$ cat config.mk
export PLATFORM = sky130hd
export DESIGN_NAME = ext_bus_bridge
export DESIGN_NICKNAME = d
export VERILOG_FILES = /design/src/rtl/ext_bus_pkg.sv /design/src/rtl/sync2.sv /design/src/rtl/ext_bus_bridge.sv
export SDC_FILE = /design/constraint.sdc
export NUM_CORES = 1
export LEC_CHECK = 0
export CORE_MARGIN = 2
export CORE_UTILIZATION = 40
export DETAILED_ROUTE_END_ITERATION = 8
export PLACE_DENSITY = 0.76
export REMOVE_ABC_BUFFERS = 1
export SLEW_MARGIN = 20
export SYNTH_ARGS = -nofsm -noshare
export SYNTH_HDL_FRONTEND = slang
export SYNTH_SLANG_ARGS = --single-unit
$ cat constraint.sdc
create_clock -name clock_i -period 1.9 [get_ports clock_i]
set_input_delay 0.19 -clock clock_i [delete_from_list [all_inputs] [get_ports clock_i]]
set_output_delay 0.19 -clock clock_i [all_outputs]
set_load 0.01 [all_outputs]
$ cat src/rtl/ext_bus_pkg.sv
// Shared types and helpers for the external parallel bus bridge.
// The phase encoding is common to the bridge and anything probing its state.
package ext_bus_pkg;

  typedef enum logic [1:0] {
    IDLE   = 2'd0,
    SETUP  = 2'd1,
    STROBE = 2'd2,
    HOLD   = 2'd3
  } ext_bus_state_t;

  // Largest of three cycle counts; sizes the shared phase counter.
  function automatic int max3(input int a, input int b, input int c);
    int m;
    m = (a > b) ? a : b;
    if (c > m) m = c;
    return m;
  endfunction

endpackage

$ cat src/rtl/sync2.sv
// Two-flop synchroniser for asynchronous GPIO inputs; clears to 0 in reset.
module sync2 #(
  parameter int WIDTH = 1
) (
  input  logic             clock_i,
  input  logic             reset_i,
  input  logic [WIDTH-1:0] d_i,
  output logic [WIDTH-1:0] q_o
);

  logic [WIDTH-1:0] meta_q;
  logic [WIDTH-1:0] meta_d;
  logic [WIDTH-1:0] sync_q;
  logic [WIDTH-1:0] sync_d;

  always_comb begin
    meta_d = d_i;
    sync_d = meta_q;
  end

  always_ff @(posedge clock_i) begin
    if (!reset_i) begin
      meta_q <= '0;
      sync_q <= '0;
    end else begin
      meta_q <= meta_d;
      sync_q <= sync_d;
    end
  end

  assign q_o = sync_q;

endmodule

$ cat src/rtl/ext_bus_bridge.sv
// Turns one accepted CPU access into a timed setup/strobe/hold cycle on an
// external asynchronous parallel bus, with wait-stretch and strobe timeout.
module ext_bus_bridge
  import ext_bus_pkg::*;
#(
  parameter int ADDR_WIDTH     = 16,
  parameter int DATA_WIDTH     = 8,
  parameter int SETUP_CYCLES   = 1,
  parameter int STROBE_CYCLES  = 2,
  parameter int HOLD_CYCLES    = 1,
  parameter int TIMEOUT_CYCLES = 255
) (
  input  logic                  clock_i,
  input  logic                  reset_i,
  input  logic [ADDR_WIDTH-1:0] address_i,
  input  logic                  address_valid_i,
  input  logic [DATA_WIDTH-1:0] data_i,
  input  logic                  data_valid_i,
  output logic                  ready_o,
  output logic [DATA_WIDTH-1:0] data_o,
  output logic                  data_valid_o,
  output logic                  done_o,
  output logic                  error_o,
  output logic [ADDR_WIDTH-1:0] bus_addr_o,
  output logic [DATA_WIDTH-1:0] bus_data_o,
  output logic                  bus_data_oe_o,
  input  logic [DATA_WIDTH-1:0] bus_data_i,
  output logic                  bus_rd_n_o,
  output logic                  bus_wr_n_o,
  input  logic                  bus_wait_i
);

  localparam int CNT_W = $clog2(max3(SETUP_CYCLES, HOLD_CYCLES, TIMEOUT_CYCLES) + 1);

  localparam logic [CNT_W-1:0] SETUP_N   = CNT_W'(SETUP_CYCLES);
  localparam logic [CNT_W-1:0] STROBE_N  = CNT_W'(STROBE_CYCLES);
  localparam logic [CNT_W-1:0] HOLD_N    = CNT_W'(HOLD_CYCLES);
  localparam logic [CNT_W-1:0] TIMEOUT_N = CNT_W'(TIMEOUT_CYCLES);

  if (STROBE_CYCLES < 1) begin : g_bad_strobe
    $error("ext_bus_bridge: STROBE_CYCLES must be at least 1");
  end
  if (HOLD_CYCLES < 1) begin : g_bad_hold
    $error("ext_bus_bridge: HOLD_CYCLES must be at least 1");
  end
  if (TIMEOUT_CYCLES < STROBE_CYCLES) begin : g_bad_timeout
    $error("ext_bus_bridge: TIMEOUT_CYCLES must be at least STROBE_CYCLES");
  end

  ext_bus_state_t state_q, state_d;
  logic [CNT_W-1:0]      cnt_q, cnt_d, cnt_inc;
  logic                  wr_q, wr_d;
  logic [ADDR_WIDTH-1:0] addr_q, addr_d;
  logic [DATA_WIDTH-1:0] bdata_q, bdata_d;
  logic                  oe_q, oe_d;
  logic                  rd_n_q, rd_n_d;
  logic                  wr_n_q, wr_n_d;
  logic                  ready_q, ready_d;
  logic [DATA_WIDTH-1:0] data_q, data_d;
  logic                  dvalid_q, dvalid_d;
  logic                  done_q, done_d;
  logic                  error_q, error_d;
  logic                  wait_sync;
  logic                  strobe_min;
  logic                  strobe_max;

  sync2 #(.WIDTH(1)) u_wait_sync (
    .clock_i (clock_i),
    .reset_i (reset_i),
    .d_i     (bus_wait_i),
    .q_o     (wait_sync)
  );

  // cnt_q holds the 1-based index of the current cycle within a phase.
  always_comb begin
    cnt_inc    = (cnt_q == '1) ? cnt_q : cnt_q + CNT_W'(1);
    strobe_min = (cnt_q >= STROBE_N);
    strobe_max = (cnt_q >= TIMEOUT_N);
  end

  always_comb begin
    state_d  = state_q;
    cnt_d    = cnt_inc;
    wr_d     = wr_q;
    addr_d   = addr_q;
    bdata_d  = bdata_q;
    data_d   = data_q;
    done_d   = 1'b0;
    dvalid_d = 1'b0;
    error_d  = 1'b0;

    unique case (state_q)
      IDLE: begin
        if (address_valid_i) begin
          addr_d  = address_i;
          wr_d    = data_valid_i;
          if (data_valid_i) bdata_d = data_i;
          cnt_d   = CNT_W'(1);
          state_d = (SETUP_CYCLES == 0) ? STROBE : SETUP;
        end
      end
      SETUP: begin
        if (cnt_q == SETUP_N) begin
          cnt_d   = CNT_W'(1);
          state_d = STROBE;
        end
      end
      STROBE: begin
        // Leaving with the wait still asserted can only be the forced exit.
        if ((strobe_min && !wait_sync) || strobe_max) begin
          cnt_d    = CNT_W'(1);
          state_d  = HOLD;
          done_d   = 1'b1;
          dvalid_d = !wr_q;
          error_d  = wait_sync;
          if (!wr_q) data_d = wait_sync ? '1 : bus_data_i;
        end
      end
      HOLD: begin
        if (cnt_q == HOLD_N) begin
          state_d = IDLE;
        end
      end
      default: state_d = IDLE;
    endcase

    // Pin-level outputs are registered from the next phase so they switch cleanly.
    ready_d = (state_d == IDLE);
    rd_n_d  = !((state_d == STROBE) && !wr_d);
    wr_n_d  = !((state_d == STROBE) && wr_d);
    oe_d    = (state_d != IDLE) && wr_d;
  end

  always_ff @(posedge clock_i) begin
    if (!reset_i) begin
      state_q  <= IDLE;
      cnt_q    <= '0;
      wr_q     <= 1'b0;
      addr_q   <= '0;
      bdata_q  <= '0;
      oe_q     <= 1'b0;
      rd_n_q   <= 1'b1;
      wr_n_q   <= 1'b1;
      ready_q  <= 1'b1;
      data_q   <= '0;
      dvalid_q <= 1'b0;
      done_q   <= 1'b0;
      error_q  <= 1'b0;
    end else begin
      state_q  <= state_d;
      cnt_q    <= cnt_d;
      wr_q     <= wr_d;
      addr_q   <= addr_d;
      bdata_q  <= bdata_d;
      oe_q     <= oe_d;
      rd_n_q   <= rd_n_d;
      wr_n_q   <= wr_n_d;
      ready_q  <= ready_d;
      data_q   <= data_d;
      dvalid_q <= dvalid_d;
      done_q   <= done_d;
      error_q  <= error_d;
    end
  end

  assign ready_o       = ready_q;
  assign data_o        = data_q;
  assign data_valid_o  = dvalid_q;
  assign done_o        = done_q;
  assign error_o       = error_q;
  assign bus_addr_o    = addr_q;
  assign bus_data_o    = bdata_q;
  assign bus_data_oe_o = oe_q;
  assign bus_rd_n_o    = rd_n_q;
  assign bus_wr_n_o    = wr_n_q;

endmodule

# Yosys cells after proc, flatten, opt, wreduce, memory -nomap -nowiden
# Index checks and enable logic that the tools add are counted.
# totals
output_inout_bits,39
input_bits,37
elab_cells,57
regBits,52
# classes
n_addsub,1
n_lt_le_gt_ge,2
reduce_logical,18
n_eq_ne,6
muxes,14
bitwise_logic,1
# ops
operator,n
8-bit two-way mux,5
8-bit case mux with 3 select lines,1
3-bit AND reduction,3
8-bit by 1-bit adder with 8-bit output (second input constant),1
8-bit by 1-bit equality test with 1-bit output (second input constant),1
8-bit equality test (second input constant),1
8-bit by 2-bit >= comparator with 1-bit output (second input constant),1
8-bit >= comparator (second input constant),1
2-bit two-way mux,4
2-bit case mux with 4 select lines,1
2-bit equality test (second input constant),3
1-bit logical NOT,5
1-bit logical AND,4
2-bit logical NOT,2
2-bit AND reduction,2
1-bit two-way mux,3
2-bit by 1-bit equality test with 1-bit output (second input constant),1
2-bit nonzero test,1
1-bit logical OR,1
1-bit NOT,1

# Depth between registers and ports, before layout
# depth
word_depth,8
depth_mapped,7
depth_no_buf,6

# By module
# A second synthesis with hierarchy kept.
# hier_totals
hier_cells,246
hier_area_um2,2122.0
# by_module_without_submodules
mod,seq_area_each_um2,instances,area_each_um2,cells_each
ext_bus_bridge,1001.0,1,2069.5,242
sync2,40.0,1,52.6,4

# Least setup slack after synthesis
# No wires, ideal clock.
# synth_timing
kind,flip-flop to flip-flop
start,reg cnt_q[4]
end,reg cnt_q[7]
path_buffers,1
setup_slack_ns,0.135
setup_time_ns,0.134
required_time_ns,1.766
period_less_slack_ns,1.765
stages_incl_launch_ff,6
arrival_ns,1.631
cell_sequence,dfxtp_1 buf_2 or4_1 o41ai_2 o31a_2 a211oi_1
# synth_via
elab_chain_cells,5
elab_cells_between_ends,12
classes_between,add/sub: 1; order compare: 2; eq/ne: 2; mux: 5; reduce/logical: 2
# synth_lines
item,line_no,rtl
from (decl),ext_bus_bridge.sv:51,"logic [CNT_W-1:0] cnt_q, cnt_d, cnt_inc;"
from (signal assigned),ext_bus_bridge.sv:151,cnt_q <= cnt_d;
8-bit by 2-bit >= comparator with 1-bit output,ext_bus_bridge.sv:77,strobe_min = (cnt_q >= STROBE_N);
1-bit logical AND,ext_bus_bridge.sv:110,if ((strobe_min && !wait_sync) || strobe_max) begin
1-bit logical OR,ext_bus_bridge.sv:110,
8-bit two-way mux,ext_bus_bridge.sv:110,
8-bit case mux with 3 select lines *,ext_bus_bridge.sv:92,unique case (state_q)
# Every way passes the cells marked *; elsewhere a longest branch is shown, timed or not.
# A chain may end at the register's enable or synchronous reset.

# Worst setup path in the final report
# layout_timing
start,reg cnt_q[6]
end,reg cnt_q[2]
# The elaborated chain is that of the path after synthesis.

==> summary.md <==
| Metric | Value |
|---|---|
| Fmax | `0.560 GHz` |
| Post-synth ARST share | `0%` |
| Core area | `5110 um2` |
| Chip width | `76.8 um` |
| Met1 usage | `22.4%` |
| Top-count cell post-synth | `nand2_1` |
| Post-DP Area | `3040 um2` |
| Iter 0 DRT Violations | `67` |
| Clock Latency Late Sink | `300 ps` |
| P_leak | `1.23 nW` |
| CP arrival | `1990 ps` |
| Routability cong. | `0.828` |
| Ratio of cells with drive above 1 in the final layout | `10.8%` |
| DP Wirelength | `3980 um` |
| Critical Path RT | `2110 ps` |
| Worst reg-to-reg path cell count | `4` |
| Routed wire length per instance | `13.2 um` |
| Clock share of power | `31.5%` |
| Post-Syn Area | `2120 um2` |
| Min-delay worst type | `input pin to register` |
| Die area | `5900 um2` |
| Post-synth EDFFs | `0` |
| Net switching power | `666 uW` |
| Top cells by count, synth | `nand2_1, dfxtp_1, a21oi_1, clkbuf_1` |
| Global-route wire length before repair | `9190 um` |
| Sequential share of power | `47.0%` |
| Worst Tran Pin Value | `467 ps` |
| Post-Route WL | `5330 um` |
| Largest net degree at the start of global routing | `25` |
| H-tree levels | `2` |
| Setup CP Type | `register to register` |
| Number of synthesized register bits | `52` |
| Diodes inserted | `0` |
| TritonCTS clock tree | `done` |
| Setup TNS Final | `0 ps` |
| CP Max Fanout | `8` |
| Post-route design area | `3170 um2` |
| Worst path slowest cell | `or3_4` |
| Place WS | `18.6 ps` |
| Initial antenna violation count | `0` |
| Final slew viol count | `0` |
| Crit start category | `register` |
| IO Count | `76` |
| DRC Markers | `0` |
| Mapped Cells | `246` |
| Ys flop type | `dfxtp_1` |
| DRT Pass-1 Iters | `4` |
| Hold Startpoint | `address_i[1]` |
| Syn_area_per_cell | `8.63 um2` |
| Distinct cells, synth | `41` |
| Worst setup margin | `115 ps` |
| Total CTS buffers | `5` |
| Detailed-route via count | `2,021` |
| Worst r2r dst | `cnt_q[2]` |
| Final Hold Fails | `0` |
| Clock skew | `4.79 ps` |
| Crit. End Element | `register` |
| Cell taking the most area after synthesis | `dfxtp_1` |
| Root buffer cell | `clkbuf_8` |
| Worst-path cell chain | `nor4_4 > a31oi_1 > or3_4 > a2111oi_4` |
| Total grt overflow | `0` |
| Unrepaired setup endpoints after global routing | `false` |
| Period utilisation layout | `93.9%` |
| FILL cells | `459` |
| M2 GR Usage | `34.2%` |
| Area contributors post-synth | `dfxtp_1, nand2_1, a21oi_1` |
| I/O Buffers | `75` |
| Area of the multi-input gates | `1010 um2` |
| PD cells | `816 nW/um2` |
| Net Sw Frac | `25.7%` |
| Avg Vias per Cell | `5.01` |
| Inst Count DP | `395` |
| Synth warn | `0` |
| Max VDD drop | `0.371 mV` |
| Logic pwr share | `21.5%` |
| Crit path buf inv count | `0` |
| GR Layer Usage met3 | `3.76%` |
| GR peak layer | `met2` |
| Rel. slew slack | `68.7%` |
| Reg area | `1040 um2` |
| Critical Path Max Stage Delay | `450 ps` |
| Nets@finish | `372` |
| Register area share after synthesis | `49.1%` |
| Initial Util | `41.5%` |
| WHS Endpoint | `bus_addr_o[1]` |
| Area growth, synth to finish | `49.4%` |
| Int Power | `1.92 mW` |
| Number of global-route vias before repair | `1,968` |
| Run status | `finished, final reports clean` |
| Total GRT Usage | `19.1%` |
| Top delay family on crit path | `simple AND/OR/NAND/NOR gates` |
| Clock Tree Buf Depth | `2` |
| Non-filler cells in the finished layout | `403` |
| R2r setup slk | `120 ps` |
| Worst Hold Path Cells | `3` |
| DRT antenna net count | `0` |
| Final min period | `1780 ps` |
| Max_cap viols | `0` |
| RR Startpoint | `cnt_q[6]` |
| Clock-pin slew on the worst setup and hold paths | `90 ps` |
| Chip Height | `76.8 um` |
| # rows | `26` |
| Setup violations, final | `0` |
| Top-area cell type share of the netlist area | `49.1%` |
| Clock sinks | `52` |
-- tightest hold or removal path: cells and delay by family --
kind | cells | cell delay [ps]
buf+inv | 1 | 390
simple gates | 1 | 50
compound gates | 1 | 50
-- per-layer routing --
layer	vias up	wire length (um)
met5	-	0
met4	0	87
met3	6	175
met2	38	2740
met1	960	2320
li1	1017	-
-- per-stage QoR --
stage          total power [mW]  hold WS [ps]  utilization, %
2_1_floorplan              1.49           252               -
5_1_grt                    2.73           428            62.1
3_5_place_dp               1.79           427            59.5
6_report                   2.59           420            62.1
3_3_place_gp               1.78           416            59.5
4_1_cts                    2.61           413            62.1
-- registers in the layout, indices dropped and copies added, names as in the netlist --
signal	flops
bus_data_o	8
bus_wr_n_o	1
done_o	1
u_wait_sync.meta_q	1
bus_rd_n_o	1
cnt_q	8
error_o	1
state_q	2
ready_o	1
wr_q	1
data_valid_o	1
bus_addr_o	16
bus_data_oe_o	1
data_o	8
u_wait_sync.q_o	1
-- how the worst max path moves through the flow --
stage | start | end | slack [ps] | cells past startpoint
4_1_cts | cnt_q[6] | cnt_q[2] | 50 | 4
5_1_grt | cnt_q[6] | cnt_q[7] | 40 | 4
6_report | cnt_q[6] | cnt_q[2] | 120 | 4
3_5_place_dp | cnt_q[0] | cnt_q[2] | 20 | 6
3_3_place_gp | cnt_q[0] | cnt_q[2] | 80 | 6
2_1_floorplan | cnt_q[0] | cnt_q[2] | 120 | 6
-- area by class of cell --
type | count | share of cell area [%]
inverter | 4 | 0.474
timing repair buffer | 94 | 28.2
multi-input combinational | 175 | 31.7
sequential | 52 | 32.9
tap | 70 | 2.76
clock inverter | 1 | 0.947
clock buffer | 7 | 3.04
-- cells in the final DEF (no fill, tap or decap), types with 2 or more instances in the layout --
| cell type | Yosys | routed |
|---|---|---|
| clkbuf_8 | 0 | 7 |
| nand2b_1 | 3 | 3 |
| nor3_1 | 5 | 5 |
| a31oi_1 | 4 | 4 |
| a211o_1 | 2 | 2 |
| mux2i_1 | 9 | 9 |
| nor2_1 | 10 | 10 |
| and4_1 | 2 | 2 |
| dfxtp_1 | 52 | 51 |
| ha_1 | 3 | 3 |
| o211ai_1 | 2 | 2 |
| o21ai_0 | 10 | 10 |
| inv_1 | 3 | 3 |
| nand2_1 | 61 | 61 |
| buf_4 | 0 | 19 |
| and2_1 | 3 | 3 |
| nand3_1 | 5 | 5 |
| nand4_1 | 3 | 3 |
| o2111ai_1 | 2 | 2 |
| clkdlybuf4s50_1 | 0 | 75 |
| a21oi_1 | 33 | 33 |
-- logic make-up after synthesis --
| kind of cell | count (synthesis) | share of synthesized area [%] |
|---|---|---|
| and+or+nand+nor | 100 | 22.1 |
| AOI/OAI and AO/OA | 61 | 18.2 |
| DFF | 52 | 49.1 |
| buffers and inverters | 19 | 3.77 |
| muxes | 9 | 4.25 |
| adders and majority gates | 3 | 1.77 |
| xor gates and xnor gates | 2 | 0.826 |
-- power groups by stage --
stage               clock [mW]  sequential, mW  combinational, mW
floorplan                    0            1.27              0.225
global placement             0            1.24              0.544
detailed placement           0            1.24              0.554
CTS                      0.831            1.22              0.561
global route             0.887            1.23              0.611
finish                   0.814            1.22              0.557
-- what timing repair did --
action | 4_1_cts | 5_1_grt
setup endpoints to repair | 1 | 7
setup buffers | 0 | 0
pin swaps | 0 | 1
hold buffers | 0 | 0
resized for setup | 1 | 1
Note: power is estimated with default switching activity, not from simulation.
